**config.mk**
```make
export PLATFORM = sky130hd
export DESIGN_NAME = cp_if_pipe_flat
export DESIGN_NICKNAME = d
export VERILOG_FILES = /design/src/rtl/cp_if_pipe_if.sv /design/src/rtl/cp_if_pipe.sv /design/src/flat_wrapper.sv
export SDC_FILE = /design/constraint.sdc
export NUM_CORES = 1
export LEC_CHECK = 0
export ABC_CLOCK_PERIOD_IN_PS = 3300
export CAP_MARGIN = 10
export CORE_ASPECT_RATIO = 1.4
export CORE_MARGIN = 2
export CORE_UTILIZATION = 32
export DETAILED_ROUTE_END_ITERATION = 7
export SYNTH_ARGS = -nofsm -noshare
export SYNTH_HDL_FRONTEND = slang
export SYNTH_SLANG_ARGS = --single-unit
export TNS_END_PERCENT = 100
```
**constraint.sdc**
```tcl
create_clock -name iClk -period 3.3 [get_ports iClk]
set_input_delay 0.66 -clock iClk [delete_from_list [all_inputs] [get_ports iClk]]
set_output_delay 0.66 -clock iClk [all_outputs]
set_load 0.01 [all_outputs]
```
**src/rtl/cp_if_pipe_if.sv**
```systemverilog
// Fetch-stage bus bundle for cp_if_pipe.
//   master : the fetch stage (drives IMEM address and the IF/ID register outputs)
//   slave  : the surrounding core (ID stall/redirect, IMEM read data, PE sideband)
interface cp_if_pipe_if #(
  parameter int unsigned PC_W     = 10,
  parameter int unsigned INS_W    = 24,
  parameter int unsigned RF_IDX_W = 5,
  parameter int unsigned BP_SEL_W = 2,
  parameter int unsigned PRED_W   = 2
);
  logic                iStall;
  logic                iID_IF_Branch_Taken_Flag;
  logic [PC_W-1:0]     iID_IF_Branch_Target_Addr;
  logic [INS_W-1:0]    iIMEM_IF_Instruction;
  logic                iSelect_First_PE;
  logic                iSelect_Last_PE;
  logic [PRED_W-1:0]   iPredication;

  logic [PC_W-1:0]     oIF_IMEM_Addr;
  logic                oIF_ID_Valid;
  logic [PC_W-1:0]     oIF_ID_PC;
  logic [INS_W-1:0]    oIF_ID_Instruction;
  logic [2:0]          oIF_ID_Branch_Op;
  logic                oSelect_First_PE;
  logic                oSelect_Last_PE;
  logic [PRED_W-1:0]   oPredication;
  logic [RF_IDX_W-1:0] oIF_RF_Read_Addr_A;
  logic [RF_IDX_W-1:0] oIF_RF_Read_Addr_B;
  logic                oIF_BP_Bypass_Read_A;
  logic                oIF_BP_Bypass_Read_B;
  logic [BP_SEL_W-1:0] oIF_BP_Bypass_Sel_A;
  logic [BP_SEL_W-1:0] oIF_BP_Bypass_Sel_B;
  logic                oIF_BP_Select_Imm;

  modport master (
    input  iStall, iID_IF_Branch_Taken_Flag, iID_IF_Branch_Target_Addr,
           iIMEM_IF_Instruction, iSelect_First_PE, iSelect_Last_PE, iPredication,
    output oIF_IMEM_Addr, oIF_ID_Valid, oIF_ID_PC, oIF_ID_Instruction, oIF_ID_Branch_Op,
           oSelect_First_PE, oSelect_Last_PE, oPredication,
           oIF_RF_Read_Addr_A, oIF_RF_Read_Addr_B, oIF_BP_Bypass_Read_A, oIF_BP_Bypass_Read_B,
           oIF_BP_Bypass_Sel_A, oIF_BP_Bypass_Sel_B, oIF_BP_Select_Imm
  );

  modport slave (
    output iStall, iID_IF_Branch_Taken_Flag, iID_IF_Branch_Target_Addr,
           iIMEM_IF_Instruction, iSelect_First_PE, iSelect_Last_PE, iPredication,
    input  oIF_IMEM_Addr, oIF_ID_Valid, oIF_ID_PC, oIF_ID_Instruction, oIF_ID_Branch_Op,
           oSelect_First_PE, oSelect_Last_PE, oPredication,
           oIF_RF_Read_Addr_A, oIF_RF_Read_Addr_B, oIF_BP_Bypass_Read_A, oIF_BP_Bypass_Read_B,
           oIF_BP_Bypass_Sel_A, oIF_BP_Bypass_Sel_B, oIF_BP_Select_Imm
  );
endinterface

```
**src/rtl/cp_if_pipe.sv**
```systemverilog
// Instruction fetch stage with an IF/ID pipeline register.
// Ports:
//   iClk, iReset_n : clock (rising edge), asynchronous active-low reset
//   bus (master)   : IMEM address out / read data in (one-cycle latency),
//                    ID stall and branch redirect in, PE sideband in,
//                    registered IF/ID outputs (valid, PC, instruction, branch op,
//                    sideband, RF read indices, bypass flags/selects, immediate select)
module cp_if_pipe #(
  parameter int unsigned   PC_W         = 10,
  parameter int unsigned   INS_W        = 24,
  parameter int unsigned   RF_IDX_W     = 5,
  parameter int unsigned   BP_SEL_W     = 2,
  parameter int unsigned   SRC1_LSB     = 12,
  parameter int unsigned   SRC2_LSB     = 7,
  parameter int unsigned   TYPE_BIT     = 18,
  parameter int unsigned   PRED_W       = 2,
  parameter logic [PC_W-1:0] BOOT_PC    = '0,
  parameter logic          DELAY_SLOT   = 1'b1,
  parameter logic [2:0]    BRANCHOP_NOP = 3'd0
) (
  input  logic iClk,
  input  logic iReset_n,
  cp_if_pipe_if.master bus
);

  localparam int unsigned TAG_W   = RF_IDX_W - BP_SEL_W;
  localparam int unsigned OPC_HI  = INS_W - 1;
  localparam int unsigned BOP_HI  = INS_W - 6;

  logic [PC_W-1:0]     fetch_pc_q, fetch_pc_d;
  logic [PC_W-1:0]     resp_pc_q, resp_pc_d;
  logic                resp_valid_q, resp_valid_d;

  logic                id_valid_q, id_valid_d;
  logic [PC_W-1:0]     id_pc_q, id_pc_d;
  logic [INS_W-1:0]    id_ins_q, id_ins_d;
  logic [2:0]          id_bop_q, id_bop_d;
  logic                id_first_q, id_first_d;
  logic                id_last_q, id_last_d;
  logic [PRED_W-1:0]   id_pred_q, id_pred_d;
  logic [RF_IDX_W-1:0] rd_addr_a_q, rd_addr_a_d;
  logic [RF_IDX_W-1:0] rd_addr_b_q, rd_addr_b_d;
  logic                bp_rd_a_q, bp_rd_a_d;
  logic                bp_rd_b_q, bp_rd_b_d;
  logic [BP_SEL_W-1:0] bp_sel_a_q, bp_sel_a_d;
  logic [BP_SEL_W-1:0] bp_sel_b_q, bp_sel_b_d;
  logic                sel_imm_q, sel_imm_d;

  logic [PC_W-1:0]     imem_addr;
  logic                squash;
  logic [INS_W-1:0]    slot_ins;
  logic [RF_IDX_W-1:0] src_a, src_b;
  logic                bypass_a, bypass_b;

  // IMEM address: a stall re-reads the held slot so its data is current on release
  always_comb begin
    imem_addr = fetch_pc_q;
    if (!iReset_n)
      imem_addr = BOOT_PC;
    else if (bus.iStall)
      imem_addr = resp_pc_q;
    else if (bus.iID_IF_Branch_Taken_Flag)
      imem_addr = bus.iID_IF_Branch_Target_Addr;
  end

  // Slot decode; a squashed delay slot is decoded as an all-zero instruction
  always_comb begin
    squash   = bus.iID_IF_Branch_Taken_Flag && (DELAY_SLOT == 1'b0);
    slot_ins = squash ? '0 : bus.iIMEM_IF_Instruction;
    src_a    = slot_ins[SRC1_LSB +: RF_IDX_W];
    src_b    = slot_ins[SRC2_LSB +: RF_IDX_W];
    bypass_a = &src_a[RF_IDX_W-1 -: TAG_W];
    bypass_b = &src_b[RF_IDX_W-1 -: TAG_W];
  end

  // Next-state for fetch tracking and the IF/ID register; everything holds on stall
  always_comb begin
    fetch_pc_d   = fetch_pc_q;
    resp_pc_d    = resp_pc_q;
    resp_valid_d = resp_valid_q;
    id_valid_d   = id_valid_q;
    id_pc_d      = id_pc_q;
    id_ins_d     = id_ins_q;
    id_bop_d     = id_bop_q;
    id_first_d   = id_first_q;
    id_last_d    = id_last_q;
    id_pred_d    = id_pred_q;
    rd_addr_a_d  = rd_addr_a_q;
    rd_addr_b_d  = rd_addr_b_q;
    bp_rd_a_d    = bp_rd_a_q;
    bp_rd_b_d    = bp_rd_b_q;
    bp_sel_a_d   = bp_sel_a_q;
    bp_sel_b_d   = bp_sel_b_q;
    sel_imm_d    = sel_imm_q;

    if (!bus.iStall) begin
      resp_pc_d    = imem_addr;
      fetch_pc_d   = imem_addr + PC_W'(1);
      resp_valid_d = 1'b1;

      id_valid_d   = resp_valid_q && !squash;
      id_pc_d      = resp_pc_q;
      id_ins_d     = slot_ins;
      id_first_d   = bus.iSelect_First_PE;
      id_last_d    = bus.iSelect_Last_PE;
      id_pred_d    = bus.iPredication;
      sel_imm_d    = slot_ins[TYPE_BIT];

      if (squash || (slot_ins[OPC_HI -: 5] != 5'd0))
        id_bop_d = BRANCHOP_NOP;
      else
        id_bop_d = slot_ins[BOP_HI -: 3];

      // Read index and bypass select are mutually exclusive loads
      bp_rd_a_d = bypass_a;
      bp_rd_b_d = bypass_b;
      if (bypass_a) bp_sel_a_d = src_a[BP_SEL_W-1:0];
      else          rd_addr_a_d = src_a;
      if (bypass_b) bp_sel_b_d = src_b[BP_SEL_W-1:0];
      else          rd_addr_b_d = src_b;
    end
  end

  always_ff @(posedge iClk or negedge iReset_n) begin
    if (!iReset_n) begin
      fetch_pc_q   <= BOOT_PC;
      resp_pc_q    <= BOOT_PC;
      resp_valid_q <= 1'b0;
      id_valid_q   <= 1'b0;
      id_pc_q      <= '0;
      id_ins_q     <= '0;
      id_bop_q     <= BRANCHOP_NOP;
      id_first_q   <= 1'b0;
      id_last_q    <= 1'b0;
      id_pred_q    <= '0;
      rd_addr_a_q  <= '0;
      rd_addr_b_q  <= '0;
      bp_rd_a_q    <= 1'b0;
      bp_rd_b_q    <= 1'b0;
      bp_sel_a_q   <= '0;
      bp_sel_b_q   <= '0;
      sel_imm_q    <= 1'b0;
    end else begin
      fetch_pc_q   <= fetch_pc_d;
      resp_pc_q    <= resp_pc_d;
      resp_valid_q <= resp_valid_d;
      id_valid_q   <= id_valid_d;
      id_pc_q      <= id_pc_d;
      id_ins_q     <= id_ins_d;
      id_bop_q     <= id_bop_d;
      id_first_q   <= id_first_d;
      id_last_q    <= id_last_d;
      id_pred_q    <= id_pred_d;
      rd_addr_a_q  <= rd_addr_a_d;
      rd_addr_b_q  <= rd_addr_b_d;
      bp_rd_a_q    <= bp_rd_a_d;
      bp_rd_b_q    <= bp_rd_b_d;
      bp_sel_a_q   <= bp_sel_a_d;
      bp_sel_b_q   <= bp_sel_b_d;
      sel_imm_q    <= sel_imm_d;
    end
  end

  assign bus.oIF_IMEM_Addr        = imem_addr;
  assign bus.oIF_ID_Valid         = id_valid_q;
  assign bus.oIF_ID_PC            = id_pc_q;
  assign bus.oIF_ID_Instruction   = id_ins_q;
  assign bus.oIF_ID_Branch_Op     = id_bop_q;
  assign bus.oSelect_First_PE     = id_first_q;
  assign bus.oSelect_Last_PE      = id_last_q;
  assign bus.oPredication         = id_pred_q;
  assign bus.oIF_RF_Read_Addr_A   = rd_addr_a_q;
  assign bus.oIF_RF_Read_Addr_B   = rd_addr_b_q;
  assign bus.oIF_BP_Bypass_Read_A = bp_rd_a_q;
  assign bus.oIF_BP_Bypass_Read_B = bp_rd_b_q;
  assign bus.oIF_BP_Bypass_Sel_A  = bp_sel_a_q;
  assign bus.oIF_BP_Bypass_Sel_B  = bp_sel_b_q;
  assign bus.oIF_BP_Select_Imm    = sel_imm_q;

endmodule

```
**src/flat_wrapper.sv**
```systemverilog
// flat-port wrapper written by rule: the top's interface ports become plain ports
module cp_if_pipe_flat 
#(
  parameter int unsigned   PC_W         = 10,
  parameter int unsigned   INS_W        = 24,
  parameter int unsigned   RF_IDX_W     = 5,
  parameter int unsigned   BP_SEL_W     = 2,
  parameter int unsigned   SRC1_LSB     = 12,
  parameter int unsigned   SRC2_LSB     = 7,
  parameter int unsigned   TYPE_BIT     = 18,
  parameter int unsigned   PRED_W       = 2,
  parameter logic [PC_W-1:0] BOOT_PC    = '0,
  parameter logic          DELAY_SLOT   = 1'b1,
  parameter logic [2:0]    BRANCHOP_NOP = 3'd0
)
  (iClk, iReset_n, bus_iStall, bus_iID_IF_Branch_Taken_Flag, bus_iID_IF_Branch_Target_Addr, bus_iIMEM_IF_Instruction, bus_iSelect_First_PE, bus_iSelect_Last_PE, bus_iPredication, bus_oIF_IMEM_Addr, bus_oIF_ID_Valid, bus_oIF_ID_PC, bus_oIF_ID_Instruction, bus_oIF_ID_Branch_Op, bus_oSelect_First_PE, bus_oSelect_Last_PE, bus_oPredication, bus_oIF_RF_Read_Addr_A, bus_oIF_RF_Read_Addr_B, bus_oIF_BP_Bypass_Read_A, bus_oIF_BP_Bypass_Read_B, bus_oIF_BP_Bypass_Sel_A, bus_oIF_BP_Bypass_Sel_B, bus_oIF_BP_Select_Imm);
  cp_if_pipe_if #(.PC_W(PC_W), .INS_W(INS_W), .RF_IDX_W(RF_IDX_W), .BP_SEL_W(BP_SEL_W), .PRED_W(PRED_W)) bus_i ();
  input  logic iClk;
  input  logic iReset_n;
  input wire logic [$bits(bus_i.iStall)-1:0] bus_iStall;
  input wire logic [$bits(bus_i.iID_IF_Branch_Taken_Flag)-1:0] bus_iID_IF_Branch_Taken_Flag;
  input wire logic [$bits(bus_i.iID_IF_Branch_Target_Addr)-1:0] bus_iID_IF_Branch_Target_Addr;
  input wire logic [$bits(bus_i.iIMEM_IF_Instruction)-1:0] bus_iIMEM_IF_Instruction;
  input wire logic [$bits(bus_i.iSelect_First_PE)-1:0] bus_iSelect_First_PE;
  input wire logic [$bits(bus_i.iSelect_Last_PE)-1:0] bus_iSelect_Last_PE;
  input wire logic [$bits(bus_i.iPredication)-1:0] bus_iPredication;
  output wire logic [$bits(bus_i.oIF_IMEM_Addr)-1:0] bus_oIF_IMEM_Addr;
  output wire logic [$bits(bus_i.oIF_ID_Valid)-1:0] bus_oIF_ID_Valid;
  output wire logic [$bits(bus_i.oIF_ID_PC)-1:0] bus_oIF_ID_PC;
  output wire logic [$bits(bus_i.oIF_ID_Instruction)-1:0] bus_oIF_ID_Instruction;
  output wire logic [$bits(bus_i.oIF_ID_Branch_Op)-1:0] bus_oIF_ID_Branch_Op;
  output wire logic [$bits(bus_i.oSelect_First_PE)-1:0] bus_oSelect_First_PE;
  output wire logic [$bits(bus_i.oSelect_Last_PE)-1:0] bus_oSelect_Last_PE;
  output wire logic [$bits(bus_i.oPredication)-1:0] bus_oPredication;
  output wire logic [$bits(bus_i.oIF_RF_Read_Addr_A)-1:0] bus_oIF_RF_Read_Addr_A;
  output wire logic [$bits(bus_i.oIF_RF_Read_Addr_B)-1:0] bus_oIF_RF_Read_Addr_B;
  output wire logic [$bits(bus_i.oIF_BP_Bypass_Read_A)-1:0] bus_oIF_BP_Bypass_Read_A;
  output wire logic [$bits(bus_i.oIF_BP_Bypass_Read_B)-1:0] bus_oIF_BP_Bypass_Read_B;
  output wire logic [$bits(bus_i.oIF_BP_Bypass_Sel_A)-1:0] bus_oIF_BP_Bypass_Sel_A;
  output wire logic [$bits(bus_i.oIF_BP_Bypass_Sel_B)-1:0] bus_oIF_BP_Bypass_Sel_B;
  output wire logic [$bits(bus_i.oIF_BP_Select_Imm)-1:0] bus_oIF_BP_Select_Imm;
  assign bus_i.iStall = bus_iStall;
  assign bus_i.iID_IF_Branch_Taken_Flag = bus_iID_IF_Branch_Taken_Flag;
  assign bus_i.iID_IF_Branch_Target_Addr = bus_iID_IF_Branch_Target_Addr;
  assign bus_i.iIMEM_IF_Instruction = bus_iIMEM_IF_Instruction;
  assign bus_i.iSelect_First_PE = bus_iSelect_First_PE;
  assign bus_i.iSelect_Last_PE = bus_iSelect_Last_PE;
  assign bus_i.iPredication = bus_iPredication;
  assign bus_oIF_IMEM_Addr = bus_i.oIF_IMEM_Addr;
  assign bus_oIF_ID_Valid = bus_i.oIF_ID_Valid;
  assign bus_oIF_ID_PC = bus_i.oIF_ID_PC;
  assign bus_oIF_ID_Instruction = bus_i.oIF_ID_Instruction;
  assign bus_oIF_ID_Branch_Op = bus_i.oIF_ID_Branch_Op;
  assign bus_oSelect_First_PE = bus_i.oSelect_First_PE;
  assign bus_oSelect_Last_PE = bus_i.oSelect_Last_PE;
  assign bus_oPredication = bus_i.oPredication;
  assign bus_oIF_RF_Read_Addr_A = bus_i.oIF_RF_Read_Addr_A;
  assign bus_oIF_RF_Read_Addr_B = bus_i.oIF_RF_Read_Addr_B;
  assign bus_oIF_BP_Bypass_Read_A = bus_i.oIF_BP_Bypass_Read_A;
  assign bus_oIF_BP_Bypass_Read_B = bus_i.oIF_BP_Bypass_Read_B;
  assign bus_oIF_BP_Bypass_Sel_A = bus_i.oIF_BP_Bypass_Sel_A;
  assign bus_oIF_BP_Bypass_Sel_B = bus_i.oIF_BP_Bypass_Sel_B;
  assign bus_oIF_BP_Select_Imm = bus_i.oIF_BP_Select_Imm;
  cp_if_pipe #(.PC_W(PC_W), .INS_W(INS_W), .RF_IDX_W(RF_IDX_W), .BP_SEL_W(BP_SEL_W), .SRC1_LSB(SRC1_LSB), .SRC2_LSB(SRC2_LSB), .TYPE_BIT(TYPE_BIT), .PRED_W(PRED_W), .BOOT_PC(BOOT_PC), .DELAY_SLOT(DELAY_SLOT), .BRANCHOP_NOP(BRANCHOP_NOP)) u_core (.iClk(iClk), .iReset_n(iReset_n), .bus(bus_i));
endmodule
```
==> flow_summary.yaml <==
critical_path:
  critical-path-top-delay-family: "buffers and inverters"
  max_stage_delay_ns: 0.51
  path_buf_inv: 4
  crit_chain: "clkdlybuf4s50_1, buf_12, mux2_2, o211ai_1, inv_1, clkdlybuf4s50_1"
  crit_type: "input pin to primary output"
  crit_path_max_fanout: 15
  crit_arrival_ns: 2.50
  critPathMostFrequentCell: "clkdlybuf4s50_1"
  crit_path_end_kind: "primary output"
  required_ns: 2.64
  critPathSlowestCell: "clkdlybuf4s50_1"
  startpoint_type: "input pin"
pwr:
  clkPwrFrac: 0.389
  power_switching_mw: 0.665
  swShare: 0.245
  vdd_drop_max_uv: 297
  p_int_mw: 2.04
  pwr-share-seq: 0.415
  combPwrFrac: 0.196
  total_leakage_power_nw: 2.16
  power_density_nw_per_um2: 528
yosys:
  synth_flop_cell: "dfrtp_1"
  synth_edf_count: 0
  avgSynthCellArea_um2: 12.6
  ys_async_sr_fraction: 1.00
  synthCells: 281
  synth_commonest_cells: "dfrtp_1 (79), mux2_2 (57), nand2_1 (21)"
  synthTopCellsByArea: "dfrtp_1 (56%), mux2_2 (18%), nand2_1 (2.2%)"
  yosysMostFrequentCell: "dfrtp_1"
  syn_nets: 324
  ys_seq_area_frac: 0.560
  yosysUniqueCellTypes: 45
  yosysTopAreaCell: "dfrtp_1"
  yosysTopAreaCellShare: 0.560
  syn_area_um2: 3530
  ys.warnings.count: 0
  synth-seq-cells: 79
cts:
  cts-root-buf: "clkbuf_16"
  path_clk_slew_ns: 0.06
  cts_setup_buffers: 0
  cts.sinks: 79
  numCtsBuffers: 9
  holdBufCountCts: 0
  insertion_delay_ns: 0.34
  postCtsResizedCells: 0
  cts_tree: "yes"
  clockBufferDepth: 2
  htreeDepth: 3
route:
  ant_nets: 0
  firstDrtPassIters: 4
  drt_iter0_markers: 69
  drc: 0
  wl_per_cell_um: 15.3
  vias: 2614
  drt-vias-per-instance: 4.80
  wirelength_mm: 8.32
timing:
  tns_ns: 0
  setup_viol: 0
  max_freq_mhz: 316
  fin_crit_sh: 0.958
  rsz0062_at_grt: "no"
  fin_crit_ns: 3.16
  tightestPinTransition_ns: 0.528
  slew_headroom: 0.648
  drv_slew: 0
  hold_violations: 0
  finClkSkew_ns: 0.00578
  layout_setup_ws_ns: 0.139
placement:
  io_buffers: 110
  dp_hpwl_mm: 6.01
  place_congestion: 0.804
  pre_cts_slack_ns: 0.131
finish:
  fin_nets: 442
  drive_above_1_share: 0.248
  syn_to_final_growth_pct: 45.4
  utilization: 0.475
  antennaDiodeCount: 0
grt:
  grt_start_max_net_pins: 54
  grt_pass1_wl_mm: 13.7
  grt.overflow.total: 0
  antenna_found_initial: 0
  grtUsageTotal: 0.148
  grt_pass1_vias: 2674
die:
  die_area_um2: 11900
  die_w_um: 92.8
  rows: 45
  core_area_um2: 10800
  io_pins: 111
  start_util: 0.327
  die_h_um: 128
outcome:
  outcome: "finished, final reports clean"
run:
  drv_cap: 0
hold_path:
  hp-class: "input pin to async pin"
==> per-stage QoR <==
| stage | std cells | power, mW | instance area (um2) | hold WS [ns] |
|---|---|---|---|---|
| after floorplan | 281 | 1.37 | 3530 | 0.364 |
| after global placement | 529 | 1.67 | 4820 | 0.445 |
| after detailed placement | 529 | 1.68 | 4820 | 0.457 |
| after CTS | 545 | 2.75 | 5130 | 0.220 |
| after global routing | 545 | 2.84 | 5130 | 0.237 |
| final | 545 | 2.71 | 5130 | 0.220 |
==> layout by cell type, fill, tap and decap left out, types with 3 or more instances in the layout <==
cell type        Yosys  final
o211ai_1             5      5
mux2_2              57     57
nand4_1              3      3
o22a_1               4      4
a21oi_1             12     12
clkdlybuf4s50_1      0    108
mux2i_1              5      5
a31oi_1              4      4
nor2_1              12     12
dfrtp_1             79     79
o21ai_0             12     12
clkbuf_16            0      9
nand2b_1             7      7
inv_1               10     10
nand2_1             21     21
buf_4                1     14
==> state kept, by name, indices dropped and copies added (netlist names) <==
name / flops
u_core.bus.oIF_ID_Valid: 1
u_core.bus.oIF_RF_Read_Addr_B: 5
u_core.bus.oSelect_First_PE: 1
u_core.fetch_pc_q: 10
u_core.bus.oIF_BP_Bypass_Read_B: 1
u_core.bus.oIF_BP_Bypass_Read_A: 1
u_core.bus.oIF_BP_Bypass_Sel_B: 2
u_core.bus.oIF_BP_Bypass_Sel_A: 2
u_core.bus.oIF_RF_Read_Addr_A: 5
u_core.bus.oPredication: 2
u_core.bus.oSelect_Last_PE: 1
u_core.resp_valid_q: 1
u_core.bus.oIF_ID_Instruction: 24
u_core.resp_pc_q: 10
u_core.bus.oIF_ID_PC: 10
u_core.bus.oIF_ID_Branch_Op: 3
==> metal layers <==
| layer | up-vias | GRT usage | share of wire |
|---|---|---|---|
| met1 | 1299 | 0.174 | 0.40 |
| met2 | 63 | 0.251 | 0.52 |
| met4 | 0 | 0.0813 | 0.029 |
| met5 | - | 0 | 0 |
| met3 | 16 | 0.0317 | 0.048 |
| li1 | 1236 | - | - |
==> kinds of logic after synthesis <==
kind of cell               synth area share
DFF                                   0.560
muxes                                 0.207
and+or+nand+nor                      0.0833
AOI/OAI and AO/OA                    0.0961
buffers and inverters                0.0429
xor gates and xnor gates            0.00745
adders and majority gates           0.00354
==> area by class of cell <==
type | count | area, um2
fillers | 1025 | 5680
flip-flops and latches | 79 | 1980
multi-input cells | 175 | 1400
repair buffers | 124 | 1230
clock buffers | 10 | 229
well taps | 141 | 176
clock inverters | 6 | 85.1
inverters | 10 | 37.5
==> power by group through the flow <==
stage | combinational (mW) | clock (mW) | sequential (mW)
6_report | 0.531 | 1.05 | 1.13
5_1_grt | 0.575 | 1.13 | 1.14
3_5_place_dp | 0.539 | 0 | 1.14
2_1_floorplan | 0.202 | 0 | 1.17
3_3_place_gp | 0.534 | 0 | 1.14
4_1_cts | 0.541 | 1.08 | 1.13
==> worst paths after layout <==
path                       cells after the start                              from  slack, ns                                           end
setup / recovery                               6      bus_iID_IF_Branch_Taken_Flag       0.14                          bus_oIF_IMEM_Addr[4]
hold / removal                                 1                          iReset_n       0.22               u_core.resp_pc_q[5]$_DFFE_PN0N_
setup reg to reg                               8  u_core.fetch_pc_q[0]$_DFFE_PN0N_       1.30              u_core.fetch_pc_q[4]$_DFFE_PN0N_
hold reg to reg                                1   u_core.resp_valid_q$_DFFE_PN0N_       0.47               u_core.resp_valid_q$_DFFE_PN0N_
max in group asynchronous                      2                          iReset_n       2.25  u_core.bus.oIF_RF_Read_Addr_B[2]$_DFFE_PN0P_
min in group iClk                              1   u_core.resp_valid_q$_DFFE_PN0N_       0.47               u_core.resp_valid_q$_DFFE_PN0N_
No activity file was read; power rests on OpenSTA's default activity.
